--- src/rtl/seq_det_pkg.sv ---
// Shared types and default sizes for the serial pattern detector.
// Optional match counter is enabled by SEQ_DET_MATCH_CNT_EN.
package seq_det_pkg;

  typedef enum logic [1:0] {
    IDLE  = 2'd0,
    FILL  = 2'd1,
    ARMED = 2'd2
  } state_e;

  localparam int PAT_W_DEF = 4;
  localparam int CNT_W_DEF = 8;

endpackage

--- src/rtl/seq_det_match_cnt.sv ---
// Saturating match counter; clear has priority over increment.
// Only instantiated when SEQ_DET_MATCH_CNT_EN is defined.
module seq_det_match_cnt #(
  parameter int CNT_W = 8
) (
  input  logic             clk,
  input  logic             rst_n,
  input  logic             inc,
  input  logic             clr,
  output logic [CNT_W-1:0] count
);

  logic [CNT_W-1:0] count_q;
  logic [CNT_W-1:0] count_d;

  always_comb begin
    count_d = count_q;
    if (clr) begin
      count_d = '0;
    end else if (inc && (count_q != {CNT_W{1'b1}})) begin
      count_d = count_q + 1'b1;
    end
  end

  always_ff @(posedge clk or negedge rst_n) begin
    if (!rst_n) begin
      count_q <= '0;
    end else begin
      count_q <= count_d;
    end
  end

  assign count = count_q;

endmodule

--- src/rtl/seq_detector_param.sv ---
// Loadable serial pattern detector with overlap control.
// Match counter present only with SEQ_DET_MATCH_CNT_EN defined.
module seq_detector_param
  import seq_det_pkg::*;
#(
  parameter int PAT_W = PAT_W_DEF,
  parameter int CNT_W = CNT_W_DEF
) (
  input  logic             clk,
  input  logic             reset_n,
  input  logic             din,
  input  logic             din_valid,
  input  logic             load,
  input  logic [PAT_W-1:0] pat_in,
  input  logic             overlap,
  input  logic             cnt_clr,
  output logic             detected,
  output logic             armed,
  output logic [CNT_W-1:0] match_cnt
);

  localparam int FW = $clog2(PAT_W);
  localparam logic [FW-1:0] FILL_MAX = FW'(PAT_W - 1);

  state_e           state_q, state_d;
  logic [PAT_W-1:0] pat_q, pat_d;
  logic [PAT_W-2:0] hist_q, hist_d;
  logic [FW-1:0]    fill_q, fill_d;
  logic             det_q, det_d;
  logic             armed_q;

  logic             accept;
  logic             match;
  logic [PAT_W-1:0] win;

  assign win    = {hist_q, din};
  assign accept = din_valid & ~load & (state_q != IDLE);
  assign match  = accept & (state_q == ARMED) & (win == pat_q);

  always_comb begin
    state_d = state_q;
    pat_d   = pat_q;
    hist_d  = hist_q;
    fill_d  = fill_q;
    det_d   = 1'b0;
    unique case (1'b1)
      load: begin
        pat_d   = pat_in;
        hist_d  = '0;
        fill_d  = '0;
        state_d = FILL;
      end
      accept: begin
        det_d = match;
        // non-overlapping mode restarts collection after a hit
        if (match && !overlap) begin
          hist_d  = '0;
          fill_d  = '0;
          state_d = FILL;
        end else begin
          hist_d = win[PAT_W-2:0];
          if (fill_q != FILL_MAX) begin
            fill_d = fill_q + 1'b1;
          end
          if (fill_d == FILL_MAX) begin
            state_d = ARMED;
          end
        end
      end
      default: ;
    endcase
  end

  always_ff @(posedge clk or negedge reset_n) begin
    if (!reset_n) begin
      state_q <= IDLE;
      pat_q   <= '0;
      hist_q  <= '0;
      fill_q  <= '0;
      det_q   <= 1'b0;
      armed_q <= 1'b0;
    end else begin
      state_q <= state_d;
      pat_q   <= pat_d;
      hist_q  <= hist_d;
      fill_q  <= fill_d;
      det_q   <= det_d;
      armed_q <= (state_d == ARMED);
    end
  end

  assign detected = det_q;
  assign armed    = armed_q;

`ifdef SEQ_DET_MATCH_CNT_EN
  seq_det_match_cnt #(
    .CNT_W (CNT_W)
  ) u_cnt (
    .clk   (clk),
    .rst_n (reset_n),
    .inc   (match),
    .clr   (cnt_clr),
    .count (match_cnt)
  );
`else
  logic unused_cnt_clr;
  assign unused_cnt_clr = cnt_clr;
  assign match_cnt = '0;
`endif

endmodule

--- config.mk ---
export PLATFORM = sky130hd
export DESIGN_NAME = seq_detector_param
export DESIGN_NICKNAME = d
export VERILOG_FILES = /design/src/rtl/seq_det_pkg.sv /design/src/rtl/seq_det_match_cnt.sv /design/src/rtl/seq_detector_param.sv
export SDC_FILE = /design/constraint.sdc
export NUM_CORES = 1
export LEC_CHECK = 0
export BUFFER_PORTS_ARGS = -buffer_cell sky130_fd_sc_hd__buf_2
export CAP_MARGIN = 20
export CELL_PAD_IN_SITES_DETAIL_PLACEMENT = 0
export CELL_PAD_IN_SITES_GLOBAL_PLACEMENT = 1
export CORE_MARGIN = 10
export CORE_UTILIZATION = 39
export DETAILED_ROUTE_END_ITERATION = 7
export MAX_ROUTING_LAYER = met4
export PLACE_DENSITY_LB_ADDON = 0.2
export RECOVER_POWER = 25
export SYNTH_ARGS = -nofsm -noshare
export SYNTH_HDL_FRONTEND = slang
export SYNTH_SLANG_ARGS = --single-unit
export TNS_END_PERCENT = 10
--- constraint.sdc ---
create_clock -name clk -period 3.8 [get_ports clk]
set_clock_uncertainty 0.15 [all_clocks]
set_input_delay 0.76 -clock clk [delete_from_list [all_inputs] [get_ports clk]]
set_output_delay 0.76 -clock clk [all_outputs]
set_load 0.02 [all_outputs]
==> results of run 1 <==
worst max-delay path by stage:
stage,from,to,slack [ns],cells past startpoint
2_1_floorplan,load,hist_q[0],1.88,5
3_3_place_gp,din,hist_q[1],1.68,5
3_5_place_dp,din,hist_q[1],1.69,5
4_1_cts,din,hist_q[1],1.98,5
5_1_grt,din,hist_q[1],1.93,5
6_report,din,hist_q[1],1.97,5
sequential cells by signal, indices dropped and copies added (netlist names):
signal,flops
state_q,2
armed,1
fill_q,2
hist_q,3
pat_q,4
detected,1
metrics by stage:
step	instances	utilization (%)	hold slack [ns]	total power, mW
after CTS	84	46.0	0.220	0.275
after global placement	80	44.3	0.344	0.191
after detailed placement	80	44.3	0.352	0.192
after floorplan	62	-	0.314	0.187
after global routing	84	45.9	0.375	0.288
final	84	45.9	0.357	0.269
cells in the final DEF (no fill, tap or decap):
master	count
mux2_2	4
nand3_1	1
a31oi_1	2
and2b_2	1
buf_2	10
nor3_1	4
clkbuf_1	2
nand3_2	1
nor2b_4	1
dfrtp_1	13
or3_4	1
a211o_2	1
nor2b_2	1
a21oi_1	1
nand2_1	1
nand2b_1	1
a32o_1	4
nor2b_1	1
conb_1	8
nor2_1	3
xnor2_1	4
clkbuf_4	3
critical path, cell delays in order:
cell     delay [ns]
buf_2          0.11
xnor2_1        0.15
nand3_1        0.14
or3_4          0.42
a32o_1         0.26
power breakdown:
group          switching [mW]  internal (mW)  total, mW
sequential            0.00587          0.146      0.152
clock                  0.0398         0.0406     0.0804
combinational          0.0210         0.0160     0.0370
total                  0.0666          0.202      0.269
layer usage:
metal  routed length (um)  global-route usage [%]  vias to the layer above  share of wire (%)
met5                    0                       -                        -                  0
met4                    0                   0.940                        0                  0
met3                  120                    4.38                        0                 10
met2                  524                    9.17                       16                 44
met1                  536                    8.84                      195                 45
li1                     -                       -                      206                  -
cell families (layout without fill, tap and decap cells):
kind of cell    Yosys count  in the layout  synth area share (%)
mux                       4              4                  6.90
xor+xnor                  4              4                  5.36
flops                    13             13                  49.8
buf+inv                   9             15                  10.9
other cells               1              8                 0.574
compound gates            8              8                  10.3
simple gates             16             16                  16.1
cell type report:
cell class / instances / area, um2 / share of cell area (%)
sequential: 13 / 325 / 45.9
multi-input combinational: 40 / 283 / 39.9
timing repair buffer: 11 / 53.8 / 7.60
clock buffer: 4 / 26.3 / 3.71
tap: 16 / 20.0 / 2.83
==> impl_metrics.csv, run 1 <==
group,metric,value,unit
clock_tree,cts_tree,"done",
setup_path,timing.rr.end,"hist_q[1]",
logic_synthesis,synth.area.top_cells,"dfrtp_1 (50%), buf_4 (9.2%), mux2_2 (6.9%)",
timing,grt_setup_unrepaired,"false",
setup_path,r2r_start,"pat_q[0]",
outcome,outcome,"finished, final reports clean",
clock_tree,cts_setup_buffers,0,
timing,fmax,548,MHz
setup_path,cp.required,3.81,ns
floorplanning,pin_count,21,
setup_path,r2r_setup_slack,2.16,ns
floorplanning,initial_utilization,42.4,%
timing,fin_crit_sh,48.1,%
grt,grt_pass1_wl,1840,um
logic_synthesis,synth_async_sr_flop_share,100,%
grt,grt_max_degree,14,
timing,slew_headroom,53.6,%
placed_design,place_ws,1.69,ns
power,cellPowerDensity,380,nW/um2
clock_tree,cts_htree_levels,1,
placed_design,io_buffer_count,11,
floorplanning,die_area,3710,um2
clock_tree,ctsResizeCount,0,
placed_design,gp_congestion,0.699,
logic_synthesis,yosys.area.top_type_share,49.8,%
logic_synthesis,ys_seq_elements,13,
min_path,holdCritPathClass,"in -> async",
clock_tree,numCtsBuffers,3,
timing,hold_viol,0,
grt,gr-total-overflow,0,
logic_synthesis,syn_inst,55,
clock_tree,hold_buffers,0,
logic_synthesis,synth_top_cell_by_area,"dfrtp_1",
layout,insertedDiodeCount,0,
timing,worst_slack,1.97,ns
timing,post-route-min-period,1.83,ns
layout,drive_gt1_share,33.8,%
floorplanning,core-area,1540,um2
clock_tree,cts.sinks,13,
detailed_routing,wirelength,1180,um
layout,synthToLayoutAreaGrowth,8.43,%
logic_synthesis,synth_area,653,um2
clock_tree,clock_latency,0.27,ns
grt,grt_pass1_vias,400,
detailed_routing,wire_per_inst,14.1,um
detailed_routing,num_vias,417,
layout,fin_nets,80,
placed_design,post_dp_cell_area,683,um2
detailed_routing,via_per_inst,4.96,
grt,track_usage,6.93,%
grt,antenna_found_initial,0,
detailed_routing,drc,0,
setup_path,crit_type,"in -> reg",
power,static-leakage-power,0.316,nW
detailed_routing,drtAntennaViolNets,0,
logic_synthesis,postSynthAreaPerCell,11.9,um2
detailed_routing,drt_iter0_markers,6,
timing,setup_violations,0,
setup_path,rr_worst_depth,4,
logic_synthesis,synth-edff-count,0,
power,max-vdd-ir-drop,0.232,mV
setup_path,crit_path_end_kind,"register",
run,drv_cap,0,
clock_tree,cts_buffer_depth,2,
logic_synthesis,synth.most_common_cell,"dfrtp_1",
logic_synthesis,yosys.cell_types.count,21,
logic_synthesis,synthTopCellsByCount,"dfrtp_1 (13), buf_4 (8)",
setup_path,crit_fanout,4,
setup_path,arrival,1.83,ns
floorplanning,num_rows,14,
logic_synthesis,synthFlopType,"dfrtp_1",
setup_path,startpoint_type,"primary input",
clock_tree,cts_root_buf,"clkbuf_4",
detailed_routing,firstDrtPassIters,4,
floorplanning,die_h,60.9,um
timing,tightest_slew,0.696,ns
timing,maxSlewViolCount,0,
logic_synthesis,synth_warnings,0,
layout,final_area,708,um2
layout,fillerInstances,143,
placed_design,dpl.hpwl,944,um
floorplanning,die_w,60.9,um
timing,tns,0,ns
logic_synthesis,ys_seq_area_share,49.8,%
clock_tree,clk_pin_slew,0.07,ns
(Power assumes the default switching activity.)
==> inputs of run 2 (changes only) <==
- ABC_AREA: default -> 1
- CORE_ASPECT_RATIO: default -> 1.75
- CORE_UTILIZATION: 39 -> 32
- clock period: 3.8 -> 1.6 ns (I/O delays scaled with it)
==> run 2 against run 1 <==
Effect of this change: critical path depth increased by 2; flip-flop and latch count unchanged; utilization decreased by 8.0 points; worst setup slack got worse by 1.8 ns; highest routed layer is now met4.
==> impl_metrics.csv, run 2 <==
group,metric,value,unit
power,static-leakage-power,0.425,nW
placed_design,placed_cells,123,
floorplanning,num_rows,22,
timing,tns,0,ns
detailed_routing,wirelength,1490,um
layout,fin_cells,128,
timing,setup_violations,0,
setup_path,startpoint,"state_q[0]",
logic_synthesis,ys_seq_area_share,44.4,%
setup_path,crit_fanout,8,
timing,maxSlewViolCount,0,
clock_tree,clock_latency,0.27,ns
floorplanning,die_w,56.2,um
grt,track_usage,6.99,%
placed_design,dpl.hpwl,1220,um
layout,layout_commonest_cell,"nand2_1",
grt,grt_pass1_vias,595,
clock_tree,cts_htree_levels,1,
placed_design,gp_congestion,0.769,
logic_synthesis,syn_inst,89,
clock_tree,cts_tree,"done",
power,cellPowerDensity,826,nW/um2
setup_path,r2r_start,"state_q[0]",
layout,synthToLayoutAreaGrowth,11.3,%
logic_synthesis,synth_warnings,0,
clock_tree,numCtsBuffers,3,
setup_path,timing.rr.end,"fill_q[1]",
clock_tree,cts_buffer_depth,2,
logic_synthesis,synth-edff-count,0,
timing,hold_viol,0,
grt,grt_pass1_wl,2590,um
detailed_routing,drc,0,
floorplanning,die_area,4680,um2
clock_tree,cts.sinks,13,
min_path,holdCritPathClass,"in -> reg",
detailed_routing,num_vias,552,
layout,largest_reg_flops,4,
layout,reg_top3,"pat_q: 4 flops, hist_q: 3 flops",
detailed_routing,firstDrtPassIters,3,
detailed_routing,drt_iter0_markers,9,
clock_tree,clk_pin_slew,0.08,ns
timing,post-route-min-period,1.42,ns
layout,layout_common_cells,"nand2_1 (24), dfrtp_1 (13), inv_1 (10), buf_2 (10), conb_1 (8)",
placed_design,place_ws,0.119,ns
timing,tightest_slew,0.730,ns
detailed_routing,drtAntennaViolNets,0,
run,drv_cap,0,
setup_path,cp.required,1.61,ns
setup_path,arrival,1.42,ns
placed_design,io_buffer_count,11,
layout,drive_gt1_share,22.1,%
logic_synthesis,yosys.area.top_type_share,44.4,%
detailed_routing,wire_per_inst,11.6,um
outcome,outcome,"finished, final reports clean",
setup_path,setup.worst_path.end,"fill_q[1]",
grt,grt_max_degree,14,
timing,grt_setup_unrepaired,"false",
logic_synthesis,synthTopCellsByCount,"nand2_1 (24), dfrtp_1 (13), inv_1 (10)",
timing,fmax,707,MHz
power,power,673,uW
floorplanning,pin_count,21,
setup_path,startpoint_type,"register",
setup_path,crit_type,"reg -> reg",
logic_synthesis,synth_async_sr_flop_share,100,%
power,max-vdd-ir-drop,0.441,mV
logic_synthesis,postSynthAreaPerCell,8.22,um2
setup_path,r2r_setup_slack,0.18,ns
layout,fin_nets,116,
layout,regMostFlops,"pat_q",
logic_synthesis,synthFlopType,"dfrtp_1",
clock_tree,cts_root_buf,"clkbuf_4",
grt,antenna_found_initial,0,
detailed_routing,via_per_inst,4.31,
timing,fin_crit_sh,88.5,%
logic_synthesis,synth.most_common_cell,"nand2_1",
setup_path,crit_path_end_kind,"register",
floorplanning,die_h,83.3,um
grt,gr-total-overflow,0,
layout,insertedDiodeCount,0,
logic_synthesis,ys_seq_elements,13,
floorplanning,initial_utilization,34.1,%
logic_synthesis,synth.area.top_cells,"dfrtp_1 (44%), nand2_1 (12%), buf_4 (8.2%)",
logic_synthesis,yosys.cell_types.count,20,
timing,slew_headroom,51.4,%
logic_synthesis,synth_top_cell_by_area,"dfrtp_1",
floorplanning,core-area,2150,um2
logic_synthesis,synth_area,732,um2
timing,worst_slack,0.185,ns
setup_path,rr_worst_depth,7,
-- run 2: changes by cell type in the layout (fill, tap and decap cells not counted), moves of 3 or more --
cell / delta
nor3_1: -3
o21ai_1: +3
a32o_1: -4
inv_1: +10
mux2_2: -4
nand2_1: +23
o21ai_0: +6
xnor2_1: -4
nand3_1: +4
-- run 2: kinds of logic after synthesis --
logic type / count (synthesis) / share of synthesized area (%)
buf+inv: 22 / 17.1
simple gates: 41 / 28.4
flops: 13 / 44.4
compound gates: 12 / 9.57
other cells: 1 / 0.512
-- run 2: how the worst min path moves through the flow --
stage,startpoint,to,slack [ns],cells after the start
2_1_floorplan,reset_n,armed,-0.13,0
5_1_grt,pat_in[2],pat_q[2],0.10,3
3_5_place_dp,reset_n,fill_q[0],0.08,1
4_1_cts,pat_in[0],pat_q[0],0.1,3
3_3_place_gp,reset_n,fill_q[1],0.08,1
6_report,pat_in[2],pat_q[2],0.1,3
-- run 2: timing repair --
item / in CTS / in global routing
hold buffers: 1 / 0
endpoints found under the hold margin: 13 / 0
gates resized for setup: 0 / 0
buffers inserted: 0 / 0
-- run 2: area by class of cell --
type                    instances  area, um2
inverters                      13       53.8
fillers                       246       1330
repair buffers                 13       71.3
clock buffers                   4       26.3
multi-input cells              61        308
well taps                      24       30.0
flip-flops and latches         13        325
-- run 2: metrics by stage --
stage | area (um2) | hold slack, ns | util (%)
floorplan | 758 | -0.126 | -
global placement | 779 | 0.0842 | 36.3
detailed placement | 779 | 0.0831 | 36.3
CTS | 816 | 0.0980 | 38.0
global route | 815 | 0.101 | 37.9
finish | 815 | 0.0995 | 37.9
-- run 2: metal layers --
metal / wire (um) / global-route usage, % / part of all wire, %
met4: 21 / 4.60 / 1.4
met2: 784 / 11.6 / 53
met5: 0 / - / 0
met3: 42 / 1.52 / 2.8
met1: 640 / 7.08 / 43
-- run 2: report_power, final --
group	internal, mW	switching [mW]	leakage, nW	total, mW
registers	0.347	0.0122	0.167	0.359
clock network	0.0966	0.108	0.0150	0.205
logic	0.0335	0.0754	0.243	0.109
total	0.477	0.195	0.425	0.673
-- run 2: worst max-delay path, cell delays in order (launching register included) --
cell     delay (ns)
dfrtp_1        0.38
nor2_1         0.11
nor2_4         0.21
nand2_4        0.09
nor2_4         0.10
nand3_4        0.12
nand2_1        0.09
o21ai_1        0.06
